[src/rtl/mux_pkg.sv]
// mux_pkg: shared width default and select codes for the mux1 slice
package mux_pkg;
  localparam int WIDTH_DEF = 5;
  localparam logic [1:0] SEL_S1 = 2'b00;
  localparam logic [1:0] SEL_S2 = 2'b01;
  localparam logic [1:0] SEL_S3 = 2'b10;
  localparam logic [1:0] SEL_S4 = 2'b11;
endpackage

[src/rtl/mux4_bit.sv]
// mux4_bit: 1-bit 4:1 mux built from AND/OR/NOT primitives so X/Z propagate naturally
module mux4_bit (
  input  logic [1:0] select,
  input  logic       d0,
  input  logic       d1,
  input  logic       d2,
  input  logic       d3,
  output logic       y
);
  logic n0, n1, a0, a1, a2, a3;
  not g_n0 (n0, select[0]);
  not g_n1 (n1, select[1]);
  and g_a0 (a0, d0, n1, n0);
  and g_a1 (a1, d1, n1, select[0]);
  and g_a2 (a2, d2, select[1], n0);
  and g_a3 (a3, d3, select[1], select[0]);
  or  g_o  (y, a0, a1, a2, a3);
endmodule

[src/rtl/mux1.sv]
// mux1: registered WIDTH-bit 4:1 mux, one-cycle latency, synchronous active-high reset
module mux1 import mux_pkg::*; #(
  parameter int WIDTH = WIDTH_DEF
) (
  input  logic             clk,
  input  logic             reset,
  output logic [WIDTH-1:0] result,
  input  logic [1:0]       select,
  input  logic [WIDTH-1:0] s1,
  input  logic [WIDTH-1:0] s2,
  input  logic [WIDTH-1:0] s3,
  input  logic [WIDTH-1:0] s4
);
  logic [WIDTH-1:0] sel_data;
  for (genvar i = 0; i < WIDTH; i++) begin : g_bit
    mux4_bit u_bit (
      .select(select),
      .d0(s1[i]),
      .d1(s2[i]),
      .d2(s3[i]),
      .d3(s4[i]),
      .y(sel_data[i])
    );
  end
  always_ff @(posedge clk)
    result <= reset ? '0 : sel_data;
endmodule

[config.mk]
export PLATFORM = sky130hd
export DESIGN_NAME = mux1
export DESIGN_NICKNAME = d
export VERILOG_FILES = /design/src/rtl/mux_pkg.sv /design/src/rtl/mux4_bit.sv /design/src/rtl/mux1.sv
export SDC_FILE = /design/constraint.sdc
export NUM_CORES = 1
export LEC_CHECK = 0
export BUFFER_PORTS_ARGS = -buffer_cell sky130_fd_sc_hd__buf_2
export CAP_MARGIN = 25
export CORE_AREA = 10 10 47 49
export CTS_CLUSTER_DIAMETER = 40
export CTS_CLUSTER_SIZE = 10
export DETAILED_ROUTE_END_ITERATION = 8
export DIE_AREA = 0 0 57 59
export GPL_TIMING_DRIVEN = 0
export MAX_ROUTING_LAYER = met4
export PLACE_DENSITY = 0.5
export SYNTH_ARGS = -nofsm -noshare
export SYNTH_HDL_FRONTEND = slang
export SYNTH_SLANG_ARGS = --single-unit
[constraint.sdc]
create_clock -name clk -period 1 [get_ports clk]
set_input_delay 0.1 -clock clk [delete_from_list [all_inputs] [get_ports clk]]
set_output_delay 0.1 -clock clk [all_outputs]
set_load 0.02 [all_outputs]
# == Yosys cells after proc, flatten, opt, wreduce, memory -nomap -nowiden ==
# Cells that the tools add are included.
# word_totals
register_bits,5
inputBits,24
out_inout_bits,5
word_cells,28
# classes
bitwise,2
reduce_logical,25
# op_table
op,n
3-bit AND reduction,20
4-bit OR reduction,5
1-bit inverter,2

# == Logic depth before layout (Yosys ltp) ==
# depth
ltp_word,3
depth_mapped,3
depth_no_buf,2

# == Cells and area by module ==
# A second synthesis with hierarchy kept.
# hier_totals
cells_unflattened,15
area_unflattened_um2,244.0
# by_module_without_submodules
mod,instances,cells_per_inst,area_each_um2,seq_area_each_um2
mux1,1,10,131.4,100.1
mux4_bit,5,1,22.5,0.0

# == Least setup slack after synthesis ==
# OpenSTA, ideal clock, no wires.
# synth_path
path_type,input to register
startpoint,input port select[0]
endpoint,register result[4]
setup_ns,0.126
t_arrival_ns,0.497
path_slack_ns,0.378
cell_stages,3
n_path_buf,1
path_cell_list,buf_6 -> mux2i_1 -> o22ai_1
# synth_between
elab_chain_cells,3
elab_cells_between_ends,6
classes_between,1 x bitwise; 5 x reduce/logical
# synth_rtl
item,line_no,source
"start, declared",mux1.sv:8,"input logic [1:0] select,"
1-bit inverter,mux4_bit.sv:11,"not g_n0 (n0, select[0]);"
"3-bit AND reduction, on equally long branches","mux4_bit.sv:15, mux4_bit.sv:13",
4-bit OR reduction *,mux4_bit.sv:17,"or g_o (y, a0, a1, a2, a3);"
"end signal, assigned",mux1.sv:26,result <= reset ? '0 : sel_data;
"end, declared",mux1.sv:7,"output logic [WIDTH-1:0] result,"
# Every way passes the cells marked *; elsewhere a longest branch is shown, timed or not.
# A chain may end at the register's enable or synchronous reset.

# == Final worst setup path ==
# layout_path
startpoint,register result[1]
endpoint,output port result[1]
# No word-level cell between the ends.

==> metrics.md <==
| Metric | Value |
|---|---|
| Area growth, synth to finish | 71.1% |
| Crit path max-delay family | flip-flops |
| Synth top area cells | dfxtp_1 (39%), mux2i_1 (39%), o22ai_1 (12%) |
| Clock network power share | 0.398 |
| Internal power | 0.000440 W |
| Comb power frac | 0.232 |
| DR vias/cell | 3.94 |
| Avg Cell Area, Syn | 11.1 µm² |
| Count of different cell masters after synthesis | 6 |
| First-pass GRT wire length | 1.46 mm |
| # DRC | 0 |
| Most frequent cell after synthesis | mux2i_1 |
| Starting Density | 0.182 |
| Num CTS Buffers | 3 |
| IO buf count | 27 |
| Vias in the first global route | 363 |
| DR pass1 iterations | 2 |
| Htree depth | 1 |
| GRT Total Usage | 0.0551 |
| Top Usage Layer GRT | met2 |
| Vias | 276 |
| Number of diodes | 0 |
| Synthesized area | 255 µm² |
| Cells after synthesis | 23 |
| Seq/Total Area, Yosys | 0.392 |
| CTS Hold Buffers Added | 0 |
| Final Hold Violating Endpoints | 0 |
| DRT Wirelength | 878 µm |
| CTS sink count | 5 |
| Largest registers | result x5 |
| Crit. End Element | primary output |
| Peak supply drop | 0.000688 V |
| Die Footprint | 0.00336 mm² |
| Crit path max fanout | 1 |
| Seq pwr share | 0.370 |
| Post-Syn Nets | 47 |
| Post-synthesis async set-or-reset flop share | 0 |
| Num ports | 29 |
| Synth area leader | dfxtp_1 |
| Worst path required time | 900 ps |
| RSZ-0062 raised after global routing | no |
| Met2 Use GR | 0.0822 |
| FF+latch count, synth | 5 |
| Nets | 79 |
| Switching Share | 0.259 |
| Fin crit share | 0.804 |
| Yosys warning count | 0 |
| Worst-margin pin slew | 182 ps |
| Final setup viols | 0 |
| Leak Pwr | 0.243 nW |
| Clk root buf | clkbuf_4 |
| EDFF count, synth | 0 |
| Max_slew headroom | 0.879 |
| Met1 Resource Use GR | 0.0631 |
| Clk buf depth | 2 |
| CTS tree | done |
| Reg clk slew, reported paths | 40 ps |
| Fillers | 163 |
| Reg with most FFs | result |
| Final Max Slew Viols | 0 |
| Antenna violations before repair | 0 |
| Post-route minimum period | 804 ps |
| CP bufs+invs | 1 |
| Gr ovfl total | 0 |
| CTS resizes | 0 |
| CP Launch Type | register |
| WL/cell | 12.5 µm |
| Post-synth top cells | mux2i_1 (10), dfxtp_1 (5), o22ai_1 (5) |
| Pin count of the biggest net entering global routing | 11 |
| Fmax | 1240 MHz |
| Tightest Hold Check Type | input pin to register |
| Main synth FF type | dfxtp_1 |
| Total negative slack | 0 ps |
| Sw Pwr | 0.000153 W |
| Power per cell area | 1360 mW/mm² |
| GR met3 Demand/Resource | 0.0193 |
| Max incr delay on CP | 310 ps |
| Max FFs per register | 5 |
| Core ar. | 0.00140 mm² |
| Starting DRT DRC Count | 2 |
| Routability cong. | 0.557 |
| Critical path arrival | 700 ps |
| Util after Layout | 0.312 |
| Synth top area share | 0.392 |
| Buffer count from post-CTS setup fixing | 0 |
| WS Path Type | register to primary output |
| Antenna-violating nets left | 0 |
| Die H | 59 µm |
| MaxCap Viol Count | 0 |
| Critical-path cell list | buf_2 |
| Site Rows | 14 |
| Die span in x | 57 µm |
| CP max-delay cell | dfxtp_1 |
| Status | completed |
| WHS | 133 ps |
| Layout cells sized above 1 | 0.574 |
==> metrics by stage <==
| step | setup WS [ps] | total power [W] | std cells | instance area [µm²] |
|---|---|---|---|---|
| after floorplan | 378 | 0.000298 | 23 | 255 |
| after global placement | 224 | 0.000364 | 66 | 410 |
| after detailed placement | 220 | 0.000365 | 66 | 410 |
| after CTS | 181 | 0.000605 | 70 | 437 |
| after global routing | 158 | 0.000636 | 70 | 437 |
| final | 196 | 0.000593 | 70 | 437 |
==> metal layers <==
layer,vias up,part of all wire
met3,0,0.059
met1,107,0.49
li1,150,-
met4,0,0
met2,19,0.44
met5,-,0
==> final timing paths <==
| kind | start | end | slack (ps) | cells after the start |
|---|---|---|---|---|
| worst max-delay path | result[1] | result[1] | 200 | 1 |
| worst min-delay path | s4[4] | result[4] | 130 | 3 |
==> logic make-up (layout without fill, tap and decap cells) <==
group | after synthesis | after routing | synth area share
flops | 5 | 5 | 0.392
compound gates | 5 | 5 | 0.123
buf+inv | 1 | 32 | 0.0441
simple gates | 2 | 2 | 0.0491
mux | 10 | 10 | 0.392
==> placed cells by master, fill, tap and decap left out <==
master / netlist / routed
o22ai_1: 5 / 5
or2_1: 1 / 1
nand2b_1: 1 / 1
buf_2: 0 / 27
dfxtp_1: 5 / 5
clkbuf_1: 0 / 1
mux2i_1: 10 / 10
buf_6: 1 / 1
clkbuf_4: 0 / 3
==> power by group through the flow <==
stage                     sequential, W  combinational (W)  clock [W]
after global routing           0.000222           0.000154   0.000260
final                          0.000220           0.000137   0.000236
after global placement         0.000223           0.000141          0
after CTS                      0.000220           0.000141   0.000244
after detailed placement       0.000224           0.000141          0
after floorplan                0.000245          0.0000524          0
==> area by class of cell <==
type | instances | area (µm²) | share of cell area
plain buffers | 1 | 11.3 | 0.0258
clock buffers | 4 | 26.3 | 0.0602
multi-input cells | 17 | 144 | 0.330
flip-flops and latches | 5 | 100 | 0.229
well taps | 16 | 20.0 | 0.0458
repair buffers | 27 | 135 | 0.309
Power figures use the tool's default switching activity.
